--- src/rtl/uart_irq_ctrl.sv ---
// UART interrupt controller: per-source edge detect and sticky status, W1C/W1S access,
// rx_done coalescing by count threshold and idle timeout, registered irq line.

module uart_irq_cell (
  input  logic clk_i,
  input  logic rstn_i,
  input  logic evt,
  input  logic hit,
  input  logic clr,
  input  logic set,
  output logic rise,
  output logic status
);
  logic evt_q;

  assign rise = evt & ~evt_q;

  // hit/set are OR-ed after the clear so a same-cycle event always survives a W1C
  always_ff @(posedge clk_i or negedge rstn_i) begin
    if (!rstn_i) begin
      evt_q  <= 1'b0;
      status <= 1'b0;
    end else begin
      evt_q  <= evt;
      status <= (status & ~clr) | hit | set;
    end
  end
endmodule

module uart_irq_ctrl #(
  parameter int NUM_SRC = 9,
  parameter int CNT_W   = 8,
  parameter int TMO_W   = 16
) (
  input  logic               clk_i,
  input  logic               rstn_i,
  input  logic [NUM_SRC-1:0] evt_i,
  input  logic [NUM_SRC-1:0] enable_i,
  input  logic               clr_we_i,
  input  logic [NUM_SRC-1:0] clr_data_i,
  input  logic               set_we_i,
  input  logic [NUM_SRC-1:0] set_data_i,
  input  logic [CNT_W-1:0]   rx_thresh_i,
  input  logic [TMO_W-1:0]   rx_timeout_i,
  output logic [NUM_SRC-1:0] status_o,
  output logic [NUM_SRC-1:0] pending_o,
  output logic               irq_o,
  output logic [CNT_W-1:0]   rx_cnt_o
);
  localparam int RX_BIT = 1;

  typedef enum logic {IDLE, ACCUM} state_e;

  state_e             state;
  logic [CNT_W-1:0]   cnt;
  logic [TMO_W-1:0]   timer;
  logic [NUM_SRC-1:0] rise, hit, clr_mask, set_mask;
  logic [CNT_W-1:0]   cnt_sat;
  logic               thr_inc, thr_now, tmo_hit, fire;

  assign clr_mask = clr_we_i ? clr_data_i : '0;
  assign set_mask = set_we_i ? set_data_i : '0;

  // rx_done feeds status through the coalescer; every other source is a raw rising edge
  always_comb begin
    hit         = rise;
    hit[RX_BIT] = fire;
  end

  for (genvar g = 0; g < NUM_SRC; g++) begin : g_src
    uart_irq_cell u_cell (
      .clk_i  (clk_i),
      .rstn_i (rstn_i),
      .evt    (evt_i[g]),
      .hit    (hit[g]),
      .clr    (clr_mask[g]),
      .set    (set_mask[g]),
      .rise   (rise[g]),
      .status (status_o[g])
    );
  end

  assign cnt_sat = (&cnt) ? cnt : cnt + CNT_W'(1);
  assign thr_inc = cnt_sat >= rx_thresh_i;
  assign thr_now = cnt >= rx_thresh_i;
  assign tmo_hit = (rx_timeout_i != '0) && (timer == rx_timeout_i - TMO_W'(1));

  // Combinational fire so the status bit lands on the same edge as the triggering pulse.
  // In IDLE cnt is 0, so thr_inc reduces to "1 >= threshold", which also covers bypass.
  always_comb begin
    fire = 1'b0;
    case (state)
      IDLE:    fire = rise[RX_BIT] & thr_inc;
      ACCUM:   fire = rise[RX_BIT] ? thr_inc : (thr_now | tmo_hit);
      default: fire = 1'b0;
    endcase
  end

  always_ff @(posedge clk_i or negedge rstn_i) begin
    if (!rstn_i) begin
      state <= IDLE;
      cnt   <= '0;
      timer <= '0;
    end else begin
      case (state)
        IDLE: begin
          if (rise[RX_BIT] && !fire) begin
            cnt   <= CNT_W'(1);
            timer <= '0;
            state <= ACCUM;
          end
        end
        ACCUM: begin
          if (fire) begin
            cnt   <= '0;
            timer <= '0;
            state <= IDLE;
          end else if (rise[RX_BIT]) begin
            cnt   <= cnt_sat;
            timer <= '0;
          end else if (!(&timer)) begin
            timer <= timer + TMO_W'(1);
          end
        end
        default: state <= IDLE;
      endcase
    end
  end

  always_ff @(posedge clk_i or negedge rstn_i) begin
    if (!rstn_i) irq_o <= 1'b0;
    else         irq_o <= |(status_o & enable_i);
  end

  assign pending_o = status_o & enable_i;
  assign rx_cnt_o  = cnt;
endmodule

--- config.mk ---
export PLATFORM = sky130hd
export DESIGN_NAME = uart_irq_ctrl
export DESIGN_NICKNAME = d
export VERILOG_FILES = /design/src/rtl/uart_irq_ctrl.sv
export SDC_FILE = /design/constraint.sdc
export NUM_CORES = 1
export LEC_CHECK = 0
export ABC_AREA = 1
export CORE_ASPECT_RATIO = 0.7
export CORE_MARGIN = 2
export CORE_UTILIZATION = 54
export DETAILED_ROUTE_END_ITERATION = 7
export GPL_TIMING_DRIVEN = 0
export PLACE_DENSITY = 0.87
export SLEW_MARGIN = 10
export SYNTH_ARGS = -nofsm -noshare
export SYNTH_HDL_FRONTEND = slang
export SYNTH_SLANG_ARGS = --single-unit
--- constraint.sdc ---
create_clock -name clk_i -period 6.85 [get_ports clk_i]
set_input_delay 1.7125 -clock clk_i [delete_from_list [all_inputs] [get_ports clk_i]]
set_output_delay 1.7125 -clock clk_i [all_outputs]
set_load 0.02 [all_outputs]
# After elaboration in Yosys (flattened, before gate mapping)
# Cells that the tools add are included.
# W data, S select, Z words.
[totals]
input_bits = 64
wordCells = 115
output_inout_bits = 27
ff_bits = 44
[classes]
add_sub_neg = 3
n_lt_le_gt_ge = 2
reduce_logical = 9
eq_ne = 4
n_bitwise = 58
muxes = 17
[op_table]
columns = ["operator", "n"]
rows = [
  ["$mux W16", 4],
  ["$mux W8", 4],
  ["$pmux W16 S2", 1],
  ["$and A1 B1 Y1", 19],
  ["$not A1 Y1", 19],
  ["$or A1 B1 Y1", 19],
  ["$mux W9", 2],
  ["$add A16 B1 Y16 const B", 1],
  ["$eq A16 B16 Y1", 1],
  ["$ge A8 B8 Y1", 2],
  ["$pmux W8 S2", 1],
  ["$reduce_and A16 Y1", 1],
  ["$reduce_bool A16 Y1", 1],
  ["$sub A16 B1 Y16 const B", 1],
  ["$and A9 B9 Y9", 1],
  ["$reduce_or A9 Y1", 1],
  ["$add A8 B1 Y8 const B", 1],
  ["$reduce_and A8 Y1", 1],
  ["$ne A4 B3 Y1 const B", 1],
  ["$pmux W1 S2", 2],
  ["$reduce_and A2 Y1", 2],
  ["$mux W1", 3],
  ["$ne A3 B1 Y1 const B", 1],
  ["$logic_and A1 B1 Y1", 2],
  ["other kinds (2)", 2],
]

# Longest topological paths before layout
# Gate-level depths: netlist of run 1.
[depth]
ltp_word = 10
depth_mapped = 19
mapped_depth_nobuf = 19

# Modules after synthesis
# Synthesis of run 1 repeated with hierarchy kept, for this count alone.
[hier_totals]
hier_cells = 553
area_unflattened_um2 = 3580.9
[by_module_without_submodules]
columns = ["mod", "seq_area_each_um2", "area_per_inst_um2", "instances", "cells_each"]
rows = [
  ["uart_irq_ctrl", 650.6, 2927.8, 1, 481],
  ["uart_irq_cell", 50.0, 72.6, 9, 8],
]

# Least setup slack after synthesis of run 1
# OpenSTA, ideal clock, no wires.
[synth_path]
kind = "input to output"
from = "in enable_i[8]"
to = "out pending_o[8]"
path_buffers = 0
t_required_ns = 5.137
arrival_time_ns = 1.897
path_stages = 2
path_slack_ns = 3.240
cell_sequence = "nand2_1 > inv_1"
[synth_between]
elab_chain_len = 1
[synth_rtl]
columns = ["item", "line_no", "source"]
rows = [
  ["start, declared", "38", "input logic [NUM_SRC-1:0] enable_i,"],
  ["$and A9 B9 Y9", "135", "assign pending_o = status_o & enable_i;"],
  ["end, declared", "46", "output logic [NUM_SRC-1:0] pending_o,"],
]
# Every way passes these cells.

# Final worst setup path of run 1
[layout_path]
from = "in enable_i[4]"
to = "out pending_o[4]"
# The elaborated chain is that of the path after synthesis.

==> results of run 1 <==
[layer usage]
| metal | part of all wire (%) | global-route usage [%] | wire, microns | vias to the layer above |
|---|---|---|---|---|
| li1 | - | - | - | 1771 |
| met1 | 45 | 37.6 | 4190 | 1632 |
| met2 | 46 | 45.3 | 4340 | 153 |
| met3 | 8.1 | 5.37 | 764 | 12 |
| met4 | 1.1 | 7.91 | 104 | 0 |
| met5 | 0 | 0 | 0 | - |
[final cells by class]
cell class | instances | area [sq um]
Sequential cell | 44 | 1100
Clock inverter | 2 | 38.8
Multi-Input combinational cell | 362 | 2020
Timing Repair Buffer | 89 | 903
Inverter | 79 | 297
Fill cell | 475 | 1610
Clock buffer | 6 | 82.6
Tap cell | 78 | 97.6
Buffer | 17 | 126
[logic make-up after synthesis]
logic type	Yosys count	synth area share, %
adders and majority gates	19	6.70
and+or+nand+nor	280	37.6
buffers and inverters	96	11.9
xor gates and xnor gates	26	6.42
AOI/OAI and AO/OA	37	6.28
DFF	44	31.1
[Yosys cell counts (2+ instances only)]
| master | instances | area (sq um) |
|---|---|---|
| a21oi_1 | 9 | 45.0 |
| buf_4 | 10 | 75.1 |
| clkbuf_1 | 4 | 15.0 |
| dfrtp_1 | 44 | 1100 |
| ha_1 | 19 | 238 |
| inv_1 | 76 | 285 |
| inv_2 | 3 | 11.3 |
| nand2_1 | 138 | 518 |
| nand2_2 | 6 | 37.5 |
| nand2_4 | 4 | 45.0 |
| nand3_1 | 41 | 205 |
| nand3_2 | 10 | 100 |
| nand3b_1 | 2 | 15.0 |
| nand4_1 | 10 | 62.6 |
| nor2_1 | 48 | 180 |
| nor2_2 | 6 | 37.5 |
| nor2_4 | 2 | 22.5 |
| nor2_8 | 2 | 40.0 |
| nor3_1 | 4 | 20.0 |
| nor4_1 | 3 | 18.8 |
| o211ai_1 | 8 | 60.1 |
| o21ai_0 | 7 | 35.0 |
| o21ai_1 | 7 | 35.0 |
| or2_2 | 3 | 18.8 |
| xnor2_1 | 8 | 70.1 |
| xor2_1 | 18 | 158 |
[sequential cells by signal, summed over array words and instances (netlist names)]
register and flops:
g_src.u_cell.evt_q 9, g_src.u_cell.status 9, irq_o 1, rx_cnt_o 8
state 1, timer 16
[stage by stage]
step | instance area [sq um] | hold WS [ps] | std cells | util, %
6_report | 4670 | 451 | 677 | 74.4
3_3_place_gp | 4520 | 438 | 668 | 72.1
4_1_cts | 4670 | 454 | 677 | 74.4
5_1_grt | 4670 | 466 | 677 | 74.4
3_5_place_dp | 4550 | 442 | 669 | 72.4
2_1_floorplan | 3550 | 433 | 502 | -
[final timing paths]
| kind | slack (ps) | from | to | cells after the start |
|---|---|---|---|---|
| max | 2210 | enable_i[4] | pending_o[4] | 4 |
| min | 450 | g_src[4].u_cell.evt_q | g_src[4].u_cell.status | 1 |
| min in group asynchronous | 1390 | rstn_i | g_src[0].u_cell.status | 1 |
| max in group asynchronous | 4950 | rstn_i | timer[2] | 2 |
| max reg2reg | 3370 | rx_cnt_o[1] | timer[8] | 19 |
| min reg2reg | 450 | g_src[4].u_cell.evt_q | g_src[4].u_cell.status | 1 |
[power breakdown]
part	switching, mW	internal [mW]	leakage (nW)
logic	0.320	0.219	1.76
clock network	0.0983	0.119	0.0614
registers	0.0426	0.296	0.548
total	0.461	0.634	2.37
==> flow_summary_export.csv, run 1 <==
group,metric,value,unit
status,status,"finished, final reports clean",
setup_path,start_kind,"primary input",
setup_path,cpPeakStageDelay,610,ps
route,vias_per_cell,5.27,
logic_synthesis,synth_fp_nets,585,
layout,final_layout_size_suffix_gt1_share,10.4,%
placement,pre_cts_ws,2220,ps
setup_path,cp_data_arrival_time,2930,ps
clock_network,cts_resized,0,
sta,max_clock_freq,0.216,GHz
route,drcViolationCount,0,
global_route,grt_max_degree,25,
route,drt_first_pass_iters,5,
power,power.leakage,2.37,nW
floorplan,core,6280,sq um
floorplan,boundaryPins,91,
logic_synthesis,syn_area,3550,sq um
logic_synthesis,ys_seq_area_share,31.1,%
clock_network,htreeDepth,2,
route,routedWlPerCell,13.9,microns
setup_path,crit_type,"primary input to output pin",
clock_network,ctsLongestPathBuffers,2,
logic_synthesis,netlist-cell-type-count,36,
route,wl,9390,microns
logic_synthesis,synth-seq-cells,44,
floorplan,die_w,101,microns
placement,hpwl,7350,microns
global_route,grt_first_pass_wirelength,16000,microns
worst_hold_path,hp-class,"register to register",
route,drt-initial-drc-count,240,
setup_path,crit_buf_inv,3,
layout,final_cell_mix,"nand2_1 (138), clkdlybuf4s50_1 (87), inv_1 (76)",
route,via_count,3568,
clock_network,cts_buffers,5,
clock_network,hold_buffers,0,
global_route,gr-usage-all-layers,27.7,%
placement,portBuffers,88,
setup_path,crit_required,5140,ps
sta,period_share,67.7,%
floorplan,row_count,24,
route,antenna_left,0,
sta,final_max_slew_viol_count,0,
sta,slew_headroom,58.7,%
sta,finalHoldViolCount,0,
logic_synthesis,synthCells,502,
layout,n_antenna_cell,0,
layout,final_nets,681,
clock_network,clk_pin_slew_worst_paths,90,ps
sta,min_period,4640,ps
sta,worstMarginPinSlew,618,ps
setup_path,worstPathCellList,"clkdlybuf4s50_1 -> nand2_1 -> inv_1 -> clkdlybuf4s50_1",
placement,place.gp.congestion,0.920,
global_route,grt_pass1_vias,3478,
logic_synthesis,async_flop_share,100,%
global_route,grt-ovfl-total,0,
sta,tns,0,ps
clock_network,postCtsSetupRepairBufs,0,
floorplan,start_util,56.5,%
clock_network,clk_latency,300,ps
logic_synthesis,synth_area_per_cell,7.06,sq um
setup_path,crit_family,"buffers and inverters",
clock_network,cts_tree,"built",
power,peakVddDrop,0.000258,V
setup_path,crit_fanout,2,
setup_path,cp_slowest_cell,"clkdlybuf4s50_1",
power,power,1.10,mW
power,power.density,235,nW/um^2
setup_path,worstSetupEndpointType,"output pin",
clock_network,clock-sinks,44,
floorplan,die_y,71.8,microns
global_route,antenna_found_initial,0,
sta,setup_viol,0,
setup_path,cp_common_cell,"clkdlybuf4s50_1",
logic_synthesis,synth_edf_count,0,
clock_network,cts-root-buf,"clkbuf_8",
layout,final_common_cell,"nand2_1",
sta,fin_skew,2.25,ps
run,drv_cap,0,
sta,fin_ws,2210,ps
logic_synthesis,ys_warn_count,0,
sta,rsz0062_at_grt,"no",
floorplan,die_area,7240,sq um
logic_synthesis,synthFlopType,"dfrtp_1",
layout,area_delta_synth_final,31.7,%
No activity file was read; power rests on OpenSTA's default activity.
==> inputs of run 2 (changes only) <==
- CORE_UTILIZATION: 54 -> 45
- PLACE_DENSITY: 0.87 -> 0.77
- clock period: 6.85 -> 3.85 ns (I/O delays scaled with it)
==> run 2 against run 1 <==
Net effect: sequential power rose by 77%; die area grew 19%; combinational power rose by 77%; core utilization down 13 points; critical endpoint is now timer[8]; routed wire length fell by 2.5%; non-clock buffer count stayed put; highest routed layer unchanged; global-route usage fell by 6.0 points; cell area is 1.5% higher; total power increased by 87%; register-to-register slack worse by 2900 ps; largest cell class unchanged.
==> flow_summary_export.csv, run 2 (synthesis gave the netlist of run 1 again) <==
group,metric,value,unit
status,status,"finished, final reports clean",
sta,rsz0062_at_grt,"no",
floorplan,boundaryPins,91,
layout,largest-register,"timer",
setup_path,crit_buf_inv,2,
route,vias_per_cell,5.00,
floorplan,core,7770,sq um
clock_network,hold_buffers,0,
global_route,grt_pass1_vias,3190,
layout,final_layout_size_suffix_gt1_share,10.4,%
power,power.leakage,2.38,nW
sta,worstMarginPinSlew,623,ps
global_route,grt-ovfl-total,0,
route,drt-initial-drc-count,193,
floorplan,row_count,27,
clock_network,clk_pin_slew_worst_paths,60,ps
clock_network,postCtsSetupRepairBufs,0,
sta,period_share,88.2,%
layout,final_common_cell,"nand2_1",
setup_path,start_kind,"register",
layout,final_nets,681,
sta,tns,0,ps
route,antenna_left,0,
setup_path,r2r_start,"rx_cnt_o[0]",
setup_path,cpPeakStageDelay,420,ps
global_route,gr-usage-all-layers,21.6,%
worst_hold_path,hp-class,"register to register",
clock_network,cts-root-buf,"clkbuf_16",
floorplan,die_w,110,microns
clock_network,cts_resized,0,
placement,place_area,4570,sq um
setup_path,startpoint,"rx_cnt_o[0]",
sta,min_period,3400,ps
setup_path,cp_data_arrival_time,3580,ps
global_route,antenna_found_initial,0,
power,peakVddDrop,0.000334,V
clock_network,htreeDepth,2,
layout,n_antenna_cell,0,
clock_network,ctsLongestPathBuffers,2,
sta,finalHoldViolCount,0,
setup_path,crit_fanout,10,
sta,final_max_slew_viol_count,0,
global_route,grt_first_pass_wirelength,14800,microns
route,wl,9160,microns
placement,hpwl,7270,microns
setup_path,cp_common_cell,"nand2_1",
setup_path,crit_required,4030,ps
layout,fin_area,4740,sq um
route,drt_first_pass_iters,5,
floorplan,die_area,8620,sq um
route,routedWlPerCell,13.1,microns
route,via_count,3503,
global_route,grt_max_degree,24,
setup_path,crit_type,"register to register",
run,drv_cap,0,
sta,max_clock_freq,0.294,GHz
sta,fin_skew,4.56,ps
floorplan,die_y,78.3,microns
setup_path,cp_slowest_cell,"dfrtp_1",
clock_network,clock-sinks,44,
power,power.density,433,nW/um^2
layout,final_cell_mix,"nand2_1 (138), clkdlybuf4s50_1 (87), inv_1 (76)",
layout,area_delta_synth_final,33.7,%
clock_network,cts_buffers,5,
layout,largest_registers,"timer: 16 flops, g_src.u_cell.evt_q: 9 flops, g_src.u_cell.status: 9 flops",
setup_path,worstPathCellList,"ha_1 -> nand2_1 -> nor3_1 -> nand3_1 -> inv_1 -> nor2_1 -> nand3_1 -> xor2_1 -> ha_1 -> nand2_1 -> nor2_1 -> nand4_1 -> o2111ai_1 -> or2_2 -> nand2_1 -> nand2_4 -> buf_12 -> nand3_2 -> nand2_1",
floorplan,start_util,45.6,%
clock_network,cts_tree,"built",
setup_path,crit_family,"simple AND/OR/NAND/NOR gates",
worst_hold_path,worstHoldStart,"g_src[3].u_cell.evt_q",
route,drcViolationCount,0,
placement,place.gp.congestion,0.881,
sta,slew_headroom,58.3,%
placement,portBuffers,88,
layout,largest_register_ffs,16,
clock_network,clk_latency,290,ps
sta,setup_viol,0,
setup_path,worstSetupEndpointType,"register",
run 2: cell count changes in the layout (fill, tap and decap cells not counted):
cell / change
clkbuf_16: +5
buf_16: -1
clkinv_4: -1
clkbuf_8: -6
clkinvlp_4: +1
inv_6: +1
buf_12: +1
run 2: cell type report:
type | count | area (sq um)
Buffer | 17 | 126
Timing Repair Buffer | 89 | 896
Multi-Input combinational cell | 362 | 2020
Tap cell | 101 | 126
Clock inverter | 3 | 46.3
Clock buffer | 5 | 125
Fill cell | 705 | 3030
Sequential cell | 44 | 1100
Inverter | 79 | 297
run 2: layer usage:
layer  vias to the layer above  GRT usage [%]  routed length, microns
li1                       1774              -                       -
met1                      1606           29.8                    4210
met2                       114           35.2                    4200
met3                         9           3.82                     672
met4                         0           5.38                      86
met5                         -              0                       0
run 2: metrics by stage:
stage | hold WS [ps] | worst slack, ps | utilization [%] | power (mW) | instances
2_1_floorplan | 433 | 806 | - | 1.19 | 502
3_3_place_gp | 437 | 367 | 58.6 | 1.52 | 691
3_5_place_dp | 446 | 301 | 58.8 | 1.55 | 692
4_1_cts | 456 | 467 | 61.0 | 2.06 | 700
5_1_grt | 464 | 139 | 61.0 | 2.18 | 700
6_report | 452 | 453 | 61.0 | 2.05 | 700
run 2: final timing paths:
check                      depth (start not counted)                endpoint  slack [ps]
setup / recovery                                  19                timer[8]         450
max in group asynchronous                          2                timer[6]        2700
hold reg to reg                                    1  g_src[3].u_cell.status         450
setup reg to reg                                  19                timer[8]         450
min in group asynchronous                          1  g_src[4].u_cell.status         640
hold / removal                                     1  g_src[3].u_cell.status         450
run 2: report_power, final:
| part | switching, mW | internal, mW |
|---|---|---|
| Sequential | 0.0713 | 0.527 |
| Combinational | 0.565 | 0.387 |
| Clock | 0.192 | 0.309 |
==> inputs of run 3 (changes only) <==
- CTS_CLUSTER_SIZE: default -> 12
==> results of run 3 <==
The final DEF is identical to that of run 2; final timing and power are the same.
